--- src/rtl/cond_flag_unit_pkg.sv ---
// Shared definitions for the ID-stage NZCV status / flag-hazard block.
package cond_flag_unit_pkg;

    // Bit positions inside a {N,Z,C,V} nibble
    localparam int unsigned FLAG_N = 3;
    localparam int unsigned FLAG_Z = 2;
    localparam int unsigned FLAG_C = 1;
    localparam int unsigned FLAG_V = 0;

    // Condition field encodings
    localparam logic [3:0] COND_EQ = 4'h0;
    localparam logic [3:0] COND_NE = 4'h1;
    localparam logic [3:0] COND_CS = 4'h2;
    localparam logic [3:0] COND_CC = 4'h3;
    localparam logic [3:0] COND_MI = 4'h4;
    localparam logic [3:0] COND_PL = 4'h5;
    localparam logic [3:0] COND_VS = 4'h6;
    localparam logic [3:0] COND_VC = 4'h7;
    localparam logic [3:0] COND_HI = 4'h8;
    localparam logic [3:0] COND_LS = 4'h9;
    localparam logic [3:0] COND_GE = 4'hA;
    localparam logic [3:0] COND_LT = 4'hB;
    localparam logic [3:0] COND_GT = 4'hC;
    localparam logic [3:0] COND_LE = 4'hD;
    localparam logic [3:0] COND_AL = 4'hE;
    localparam logic [3:0] COND_NV = 4'hF;

    // Stall FSM encoding; the state bit is exported directly as stall_state
    typedef enum logic {
        StRun  = 1'b0,
        StWait = 1'b1
    } stall_state_e;

    // NV is treated like AL: neither consumes the flags
    function automatic logic is_unconditional(input logic [3:0] cond, input logic [3:0] al_code);
        return (cond == al_code) || (cond == COND_NV);
    endfunction

endpackage

--- src/rtl/cond_flag_unit_if.sv ---
// Pipeline-side bundle for cond_flag_unit: ID/EXE inputs and status/stall outputs.
interface cond_flag_unit_if #(
    parameter int unsigned STALL_CNT_W = 16
);
    logic                   id_valid;
    logic [3:0]             id_cond;
    logic                   exe_valid;
    logic                   exe_s;
    logic [3:0]             exe_flags;
    logic                   exe_hold;
    logic                   flush;
    logic [3:0]             status_q;
    logic [3:0]             cond_flags;
    logic                   flag_stall;
    logic [STALL_CNT_W-1:0] stall_cnt;
    logic                   stall_state;

    // Pipeline side
    modport master (
        output id_valid, id_cond, exe_valid, exe_s, exe_flags, exe_hold, flush,
        input  status_q, cond_flags, flag_stall, stall_cnt, stall_state
    );

    // Flag unit side
    modport slave (
        input  id_valid, id_cond, exe_valid, exe_s, exe_flags, exe_hold, flush,
        output status_q, cond_flags, flag_stall, stall_cnt, stall_state
    );
endinterface

--- src/rtl/cond_flag_unit_flag_hazard_detect.sv ---
// Combinational flag-hazard detection: decides whether the ID instruction must
// stall on an in-flight S-bit instruction, or (bypass builds) take EXE's flags.
module cond_flag_unit_flag_hazard_detect
    import cond_flag_unit_pkg::*;
#(
    parameter logic [3:0] AL_CODE = COND_AL,
    parameter bit         FWD_EN  = 1'b0
) (
    input  logic       id_valid,
    input  logic [3:0] id_cond,
    input  logic       exe_valid,
    input  logic       exe_s,
    input  logic       exe_hold,
    input  logic       flush,
    output logic       stall,
    output logic       fwd_sel
);
    logic id_reads;
    logic pending;
    logic hazard;

    // Hazard when ID consumes flags that a live EXE S-bit op has yet to write
    always_comb begin
        id_reads = id_valid & ~is_unconditional(id_cond, AL_CODE);
        pending  = exe_valid & exe_s & ~flush;
        hazard   = id_reads & pending;
        // Bypass is only legal when EXE is not frozen, i.e. its flags are final
        fwd_sel  = FWD_EN & hazard & ~exe_hold;
        stall    = hazard & ~fwd_sel;
    end

endmodule

--- src/rtl/cond_flag_unit.sv ---
// ID-stage NZCV status register with flag-hazard stall, stall FSM and
// saturating stall-cycle counter. Optional EXE->ID flag bypass when the
// FLAG_FORWARD_EN macro is defined.
module cond_flag_unit
    import cond_flag_unit_pkg::*;
#(
    parameter int unsigned STALL_CNT_W = 16,
    parameter logic [3:0]  AL_CODE     = COND_AL
) (
    input  logic             clk,
    input  logic             rst,
    cond_flag_unit_if.slave  bus
);
`ifdef FLAG_FORWARD_EN
    localparam bit FwdEn = 1'b1;
`else
    localparam bit FwdEn = 1'b0;
`endif

    logic [3:0]             status_q;
    logic [STALL_CNT_W-1:0] cnt_q;
    stall_state_e           state_q;
    logic                   stall;
    logic                   fwd_sel;
    logic                   commit;

    cond_flag_unit_flag_hazard_detect #(
        .AL_CODE (AL_CODE),
        .FWD_EN  (FwdEn)
    ) u_hazard (
        .id_valid  (bus.id_valid),
        .id_cond   (bus.id_cond),
        .exe_valid (bus.exe_valid),
        .exe_s     (bus.exe_s),
        .exe_hold  (bus.exe_hold),
        .flush     (bus.flush),
        .stall     (stall),
        .fwd_sel   (fwd_sel)
    );

    // EXE writes flags only when it actually leaves the stage unsquashed
    always_comb begin
        commit = bus.exe_valid & bus.exe_s & ~bus.exe_hold & ~bus.flush;
    end

    // Status register, stall FSM and saturating stall counter
    always_ff @(posedge clk) begin
        if (rst) begin
            status_q <= 4'b0000;
            cnt_q    <= '0;
            state_q  <= StRun;
        end else begin
            if (commit) begin
                status_q <= bus.exe_flags;
            end
            if (stall && (cnt_q != {STALL_CNT_W{1'b1}})) begin
                cnt_q <= cnt_q + 1'b1;
            end
            unique case (state_q)
                StRun:   if (stall)  state_q <= StWait;
                StWait:  if (!stall) state_q <= StRun;
                default: state_q <= StRun;
            endcase
            if (bus.flush) begin
                state_q <= StRun;
            end
        end
    end

    // Outputs: stall is same-cycle combinational, flags come from the register
    // unless the bypass path is selected
    always_comb begin
        bus.status_q    = status_q;
        bus.cond_flags  = fwd_sel ? bus.exe_flags : status_q;
        bus.flag_stall  = stall;
        bus.stall_cnt   = cnt_q;
        bus.stall_state = state_q;
    end

endmodule

--- src/flat_wrapper.sv ---
// flat-port wrapper written by rule: the top's interface ports become plain ports
module cond_flag_unit_flat import cond_flag_unit_pkg::*;
#(
    parameter int unsigned STALL_CNT_W = 16,
    parameter logic [3:0]  AL_CODE     = COND_AL
)
  (clk, rst, bus_id_valid, bus_id_cond, bus_exe_valid, bus_exe_s, bus_exe_flags, bus_exe_hold, bus_flush, bus_status_q, bus_cond_flags, bus_flag_stall, bus_stall_cnt, bus_stall_state);
  cond_flag_unit_if #(.STALL_CNT_W(STALL_CNT_W)) bus_i ();
  input  logic clk;
  input  logic rst;
  input wire logic [$bits(bus_i.id_valid)-1:0] bus_id_valid;
  input wire logic [$bits(bus_i.id_cond)-1:0] bus_id_cond;
  input wire logic [$bits(bus_i.exe_valid)-1:0] bus_exe_valid;
  input wire logic [$bits(bus_i.exe_s)-1:0] bus_exe_s;
  input wire logic [$bits(bus_i.exe_flags)-1:0] bus_exe_flags;
  input wire logic [$bits(bus_i.exe_hold)-1:0] bus_exe_hold;
  input wire logic [$bits(bus_i.flush)-1:0] bus_flush;
  output wire logic [$bits(bus_i.status_q)-1:0] bus_status_q;
  output wire logic [$bits(bus_i.cond_flags)-1:0] bus_cond_flags;
  output wire logic [$bits(bus_i.flag_stall)-1:0] bus_flag_stall;
  output wire logic [$bits(bus_i.stall_cnt)-1:0] bus_stall_cnt;
  output wire logic [$bits(bus_i.stall_state)-1:0] bus_stall_state;
  assign bus_i.id_valid = bus_id_valid;
  assign bus_i.id_cond = bus_id_cond;
  assign bus_i.exe_valid = bus_exe_valid;
  assign bus_i.exe_s = bus_exe_s;
  assign bus_i.exe_flags = bus_exe_flags;
  assign bus_i.exe_hold = bus_exe_hold;
  assign bus_i.flush = bus_flush;
  assign bus_status_q = bus_i.status_q;
  assign bus_cond_flags = bus_i.cond_flags;
  assign bus_flag_stall = bus_i.flag_stall;
  assign bus_stall_cnt = bus_i.stall_cnt;
  assign bus_stall_state = bus_i.stall_state;
  cond_flag_unit #(.STALL_CNT_W(STALL_CNT_W), .AL_CODE(AL_CODE)) u_core (.clk(clk), .rst(rst), .bus(bus_i));
endmodule
--- config.mk ---
export PLATFORM = sky130hd
export DESIGN_NAME = cond_flag_unit_flat
export DESIGN_NICKNAME = d
export VERILOG_FILES = /design/src/rtl/cond_flag_unit_pkg.sv /design/src/rtl/cond_flag_unit_if.sv /design/src/rtl/cond_flag_unit_flag_hazard_detect.sv /design/src/rtl/cond_flag_unit.sv /design/src/flat_wrapper.sv
export SDC_FILE = /design/constraint.sdc
export NUM_CORES = 1
export LEC_CHECK = 0
export ABC_AREA = 0
export CAP_MARGIN = 30
export CORE_MARGIN = 2
export CORE_UTILIZATION = 43
export CTS_CLUSTER_SIZE = 10
export DETAILED_ROUTE_END_ITERATION = 6
export PLACE_DENSITY_LB_ADDON = 0.1
export SLEW_MARGIN = 15
export SYNTH_ARGS = -nofsm -noshare
export SYNTH_HDL_FRONTEND = slang
export SYNTH_SLANG_ARGS = --single-unit
--- constraint.sdc ---
create_clock -name clk -period 1.87 [get_ports clk]
set_input_delay 0.187 -clock clk [delete_from_list [all_inputs] [get_ports clk]]
set_output_delay 0.187 -clock clk [all_outputs]
set_load 0.05 [all_outputs]
==> key figures, run 1 <==
Placement
  – Placed Area: 1600 um^2
  – Setup WS pre-CTS: roughly 20 ps
  – RePlAce Congestion: 0.806
  – Post-DP HPWL: between 2000 and 2500 um
  – Buffers on Ports: 39

Detailed routing
  – Vias per cell: 5.60
  – DRC: 0
  – Post-route ant nets: 0
  – Total routed wirelength: 2840 um
  – Routed vias: 1,136
  – DR pass1 iterations: 4
  – Initial DRC count: 13
  – DR WL/cell: approximately 14 um

GRT
  – First-pass GRT wire length: about 4200 um
  – Vias in the first global route: 955
  – Initial antenna violation count: 0
  – Largest net degree at the start of global routing: 12
  – Global Route Usage Sum: 0.201
  – Grt total ovfl: 0

Setup path
  – R2R Path Start: u_core.bus.stall_cnt[0]
  – Crit start category: register
  – CP endpoint kind: output pin
  – R2R Setup Slk: about 80 ps
  – Reg2reg end: u_core.bus.stall_cnt[5]
  – Crit path kind: register to output pin
  – Crit-path max FO: 7
  – CP arrival: 1620 ps
  – Cells on worst reg2reg path: 6
  – Crit path required time: 1680 ps

Floorplanning
  – Die Area: 2890 um^2
  – Ports: 41
  – DIE WIDTH: around 54 um
  – FP Rows: 18
  – Die Y: 53.7 um
  – Core Area: 2410 um^2
  – Initial cell density of the core: 0.441

Cells and area
  – Layout area overhead: 54.1%
  – Nets: 190
  – Share of layout cells above drive strength 1: 0.202
  – Final Cell Area: ~1600 um^2
  – Ant diodes: 0

CTS
  – Post-CTS setup buffers: 0
  – Clock tree root buffer cell: clkbuf_4
  – Worst-Skew Late Latency: 300 ps
  – Clk sinks: 21
  – H-tree depth: 1
  – CTS tree: yes
  – Total CTS buffers: 3
  – Clk slew on worst S/H paths: 120 ps
  – Maximum root-to-sink buffer count: 2

Synth
  – YS warnings: 0
  – Syn_nets: 135
  – Syn Inst Count: 119
  – Register area share after synthesis: 0.395
  – Post-synthesis register bit count: 21
  – Syn avg cell area: 8.94 um^2
  – Cell area after synthesis: 1060 um^2
  – Synth unique cells: 33

Job
  – MaxCap Viol Count: 0

Timing
  – RSZ-0062 raised after global routing: no
  – Crit share post-route: 0.967
  – Worst-Margin Slew: 502 ps
  – Clock skew: 3.00 ps
  – Max Clock Freq: around 550 MHz
  – Min Tclk post-route: roughly 1800 ps
  – Final Setup Violations: 0
  – Fin. max-slew vios: 0
  – Fin. Hold Viols: 0
  – Max transition margin: 0.664
  – Worst Setup Slack, final: roughly 62 ps
  – Setup TNS: 0 ps

Min path
  – Worst hold path depth: 3
  – Worst hold start: bus_exe_flags[0]
  – Hold endpoint: u_core.bus.status_q[0]
  – Worst Hold Class: primary input to register

Status
  – Status: completed

Power and ir drop
  – Leak Pwr: 0.605 nW
  – Tot Pwr: approximately 0.00076 W
  – Pwr Density: approximately 460 nW/um^2
  – VDD IR-drop max: roughly 380 uV
==> area by class of cell <==
cell class              instances  area, um^2
fillers                       202         771
multi-input cells              84         578
repair buffers                 60         558
flip-flops and latches         21         424
well taps                      30        37.5
clock buffers                   4        26.3
inverters                       4        15.0
==> per-layer routing <==
layer	global-route usage	vias up	part of all wire
met3	0.0250	2	0.038
met5	0	-	0
met2	0.366	23	0.53
met4	0.0513	0	0.0049
li1	-	569	-
met1	0.247	542	0.43
==> critical path, cell delays in order (launching register included) <==
cell and delay, ps:
dfxtp_1 370, buf_4 150, clkdlybuf4s50_1 800
==> worst max path at each step <==
stage / slack (ps) / depth (start not counted) / end / startpoint
global route: 10 / 6 / u_core.bus.stall_cnt[3] / u_core.bus.stall_cnt[0]
CTS: 50 / 2 / bus_stall_cnt[8] / u_core.bus.stall_cnt[8]
detailed placement: 20 / 6 / u_core.bus.stall_cnt[0] / bus_flush
global placement: 40 / 5 / u_core.bus.stall_cnt[7] / bus_flush
finish: 60 / 2 / bus_stall_cnt[8] / u_core.bus.stall_cnt[8]
floorplan: 10 / 4 / u_core.bus.stall_cnt[15] / u_core.bus.stall_cnt[5]
==> cells by family (layout without fill, tap and decap cells) <==
logic type / after synthesis / count (layout) / share of synthesized area
multiplexers: 5 / 5 / 0.0482
AND/OR/NAND/NOR: 48 / 48 / 0.288
AO/OA/AOI/OAI: 30 / 30 / 0.181
buffers and inverters: 14 / 68 / 0.0753
flip-flops: 21 / 21 / 0.395
adder cells (fa/ha/maj): 1 / 1 / 0.0118
==> through the flow <==
stage,hold WS [ps],util,instances
detailed placement,494,0.666,199
CTS,498,0.680,203
floorplan,334,-,119
finish,493,0.680,203
global route,513,0.680,203
global placement,494,0.666,199
==> placed cells by master, fill, tap and decap left out <==
master	count
clkdlybuf4s50_1	38
buf_4	21
dfxtp_1	18
a21oi_1	12
o31ai_1	8
or4_1	8
nor2_1	7
nand3_1	6
nand2_1	6
nand4_1	5
inv_1	4
mux2i_1	4
o21ai_0	4
clkbuf_4	3
dfxtp_2	3
and4_1	2
nand4_2	2
o311ai_0	2
o41ai_1	2
or3_1	2
and4b_2	1
and4_4	1
and3_1	1
nor4bb_4	1
o21bai_1	1
o311a_1	1
nor4bb_1	1
nor3_1	1
or3_2	1
nand3b_1	1
nor2b_1	1
nor4_1	1
mux2_2	1
ha_1	1
clkbuf_1	1
buf_12	1
==> sequential cells by signal (all words and copies together), names as in the netlist <==
name,cells
u_core.bus.status_q,4
u_core.bus.stall_state,1
u_core.bus.stall_cnt,16
==> timing repair <==
action	in CTS	in global routing
gates resized for setup	1	0
hold buffers	0	0
endpoints found under the setup margin	2	3
pin swaps	0	1
==> report_power, final <==
part / leakage, nW / switching (W) / internal, W
clock: 0.0150 / 0.000141 / 0.0000831
combinational: 0.419 / 0.0000420 / 0.0000437
sequential: 0.171 / 0.00000177 / 0.000450
==> cell usage after synthesis, drive strengths merged <==
master	count	share of area
and4	3	0.027
inv	4	0.014
nor2	7	0.025
mux2i	4	0.038
or3	3	0.019
nand2	6	0.021
ha	1	0.012
nand3	6	0.028
nor3	1	0.0047
and3	1	0.0059
dfxtp	21	0.40
nor2b	1	0.0059
or4	8	0.056
mux2	1	0.011
o41ai	2	0.016
nand4	7	0.053
nor4bb	2	0.019
nand3b	1	0.0071
o21ai	4	0.019
a21oi	12	0.056
clkbuf	3	0.011
o31ai	8	0.056
o21bai	1	0.0071
nor4	1	0.0059
o311ai	2	0.016
buf	7	0.051
and4b	1	0.011
o311a	1	0.0094
Power figures use the tool's default switching activity.
==> run 2: changes to the inputs <==
CORE_UTILIZATION = 46   (was 43)
clock period = 2.1 ns   (was 1.87 ns; I/O delays follow)
==> run 2 against run 1 <==
Effect of this change:
- final cell count fell by 8.9%
- power down 11%
- hold slack improved by 15 ps
- register-to-register slack better by 170 ps
- clock power down 10%
- non-clock buffer count shrank 16
- critical endpoint is now bus_flag_stall
==> key figures, run 2 (synthesis gave the netlist of run 1 again) <==
Setup path
  – CP arrival: 1670 ps (was 1620 ps)
  – Crit start category: primary input (was register)
  – Cells on worst reg2reg path: 6 (unchanged)
  – Worst setup path start: bus_exe_valid (was u_core.bus.stall_cnt[8])
  – Crit path kind: primary input to output pin (was register to output pin)
  – CP endpoint kind: output pin (unchanged)
  – R2R Setup Slk: 250 ps (was 80 ps)
  – Crit-path max FO: 10 (was 7)
  – R2R Path Start: u_core.bus.stall_cnt[0] (unchanged)
  – Reg2reg end: u_core.bus.stall_cnt[15] (was u_core.bus.stall_cnt[5])
  – CP endpoint: bus_flag_stall (was bus_stall_cnt[8])
  – Crit path required time: 1890 ps (was 1680 ps)

Power and ir drop
  – Pwr Density: 450 nW/um^2 (was 465 nW/um^2)
  – Leak Pwr: 0.496 nW (was 0.605 nW)
  – VDD IR-drop max: 331 uV (was 381 uV)

Timing
  – Min Tclk post-route: 1880 ps
  – Worst-Margin Slew: 505 ps (was 502 ps)
  – RSZ-0062 raised after global routing: no (unchanged)
  – Clock skew: 8.08 ps (was 3.00 ps)
  – Crit share post-route: 0.896
  – Fin. Hold Viols: 0 (unchanged)
  – Max Clock Freq: 532 MHz
  – Setup TNS: 0 ps (unchanged)
  – Fin. max-slew vios: 0 (unchanged)
  – Hold WS: 508 ps (was 493 ps)
  – Max transition margin: 0.662 (was 0.664)
  – Final Setup Violations: 0 (unchanged)

CTS
  – Clk sinks: 21 (unchanged)
  – CTS Hold Bufs: 0 (unchanged)
  – H-tree depth: 1 (unchanged)
  – CTS tree: yes (unchanged)
  – Clk slew on worst S/H paths: 110 ps (was 120 ps)
  – Clock tree root buffer cell: clkbuf_4 (unchanged)
  – Post-CTS setup buffers: 0 (unchanged)
  – Post_cts resized: 0 (was 1)
  – Worst-Skew Late Latency: 320 ps (was 300 ps)
  – Maximum root-to-sink buffer count: 2 (unchanged)
  – Total CTS buffers: 3 (unchanged)

Floorplanning
  – Die Y: 52.1 um (was 53.7 um)
  – DIE WIDTH: 52.1 um (was 53.7 um)
  – Core Area: 2190 um^2 (was 2410 um^2)
  – Initial cell density of the core: 0.485 (was 0.441)
  – FP Rows: 17 (was 18)
  – Die Area: 2710 um^2 (was 2890 um^2)
  – Ports: 41 (unchanged)

Placement
  – Buffers on Ports: 39 (unchanged)
  – Post-DP HPWL: 1840 um (was 2160 um)
  – RePlAce Congestion: 0.755 (was 0.806)

Detailed routing
  – DR pass1 iterations: 4 (unchanged)
  – Vias per cell: 5.84 (was 5.60)
  – Initial DRC count: 27 (was 13)
  – DR WL/cell: 13.6 um (was 14.0 um)
  – DRC: 0 (unchanged)
  – Post-route ant nets: 0 (unchanged)
  – Routed vias: 1,080 (was 1,136)
  – Total routed wirelength: 2510 um (was 2840 um)

GRT
  – Initial antenna violation count: 0 (unchanged)
  – Global Route Usage Sum: 0.205 (was 0.201)
  – Vias in the first global route: 968 (was 955)
  – Largest net degree at the start of global routing: 15 (was 12)
  – First-pass GRT wire length: 4160 um (was 4220 um)
  – Grt total ovfl: 0 (unchanged)

Cells and area
  – Final Core Density: 0.686 (was 0.680)
  – Commonest non-fill, non-tap cell in the layout: clkdlybuf4s50_1 (unchanged)
  – Most frequent cells in the layout: clkdlybuf4s50_1 (38), dfxtp_1 (21), a21oi_1 (12) (was clkdlybuf4s50_1 (38), buf_4 (21), dfxtp_1 (18))
  – Share of layout cells above drive strength 1: 0.102 (was 0.202)
  – Max reg flops: 16 (unchanged)
  – Nets: 174 (was 190)
  – Layout area overhead: 41.4% (was 54.1%)
  – Ant diodes: 0 (unchanged)

Job
  – MaxCap Viol Count: 0 (unchanged)

Status
  – Status: completed (unchanged)

Min path
  – Worst Hold Class: primary input to register (unchanged)
run 2: how the worst min path moves through the flow:
stage               depth (start not counted)                 endpoint  slack (ps)                    start
floorplan                                   2   u_core.bus.status_q[0]         360         bus_exe_flags[0]
CTS                                         3   u_core.bus.status_q[1]         510         bus_exe_flags[1]
detailed placement                          2  u_core.bus.stall_cnt[3]         500  u_core.bus.stall_cnt[3]
finish                                      3   u_core.bus.status_q[3]         510         bus_exe_flags[3]
global placement                            2  u_core.bus.stall_cnt[3]         490  u_core.bus.stall_cnt[3]
global route                                3   u_core.bus.status_q[1]         530         bus_exe_flags[1]
run 2: where the power goes:
group	switching [W]	total (W)	internal, W
clock	0.000126	0.000201	0.0000745
sequential	0.00000208	0.000403	0.000401
combinational	0.0000360	0.0000729	0.0000369
total	0.000165	0.000677	0.000512
run 2: per-layer routing:
| metal | GRT usage | vias to the layer above | wire length [um] |
|---|---|---|---|
| met5 | 0 | - | 0 |
| met4 | 0.132 | 0 | 63 |
| met3 | 0.0431 | 5 | 193 |
| met2 | 0.335 | 38 | 1140 |
| met1 | 0.242 | 501 | 1110 |
| li1 | - | 536 | - |
run 2: cell type report:
| type | instances | area [um^2] |
|---|---|---|
| sequential | 21 | 420 |
| fill | 183 | 687 |
| inverter | 4 | 15.0 |
| multi-input combinational | 84 | 569 |
| clock buffer | 4 | 26.3 |
| tap | 28 | 35.0 |
| timing repair buffer | 44 | 438 |
run 2: worst max-delay path, cell delays in order:
cell and delay (ps):
clkdlybuf4s50_1 470, and4b_2 280, nand2_1 220, buf_4 230, inv_1 110, buf_12 150
run 2: per-stage QoR:
| step | area [um^2] | setup slack, ps | power (W) | cells |
|---|---|---|---|---|
| after global placement | 1480 | 178 | 0.000484 | 181 |
| final | 1500 | 219 | 0.000677 | 185 |
| after global routing | 1500 | 130 | 0.000701 | 185 |
| after CTS | 1500 | 233 | 0.000681 | 185 |
| after detailed placement | 1480 | 125 | 0.000485 | 181 |
| after floorplan | 1060 | 143 | 0.000447 | 119 |
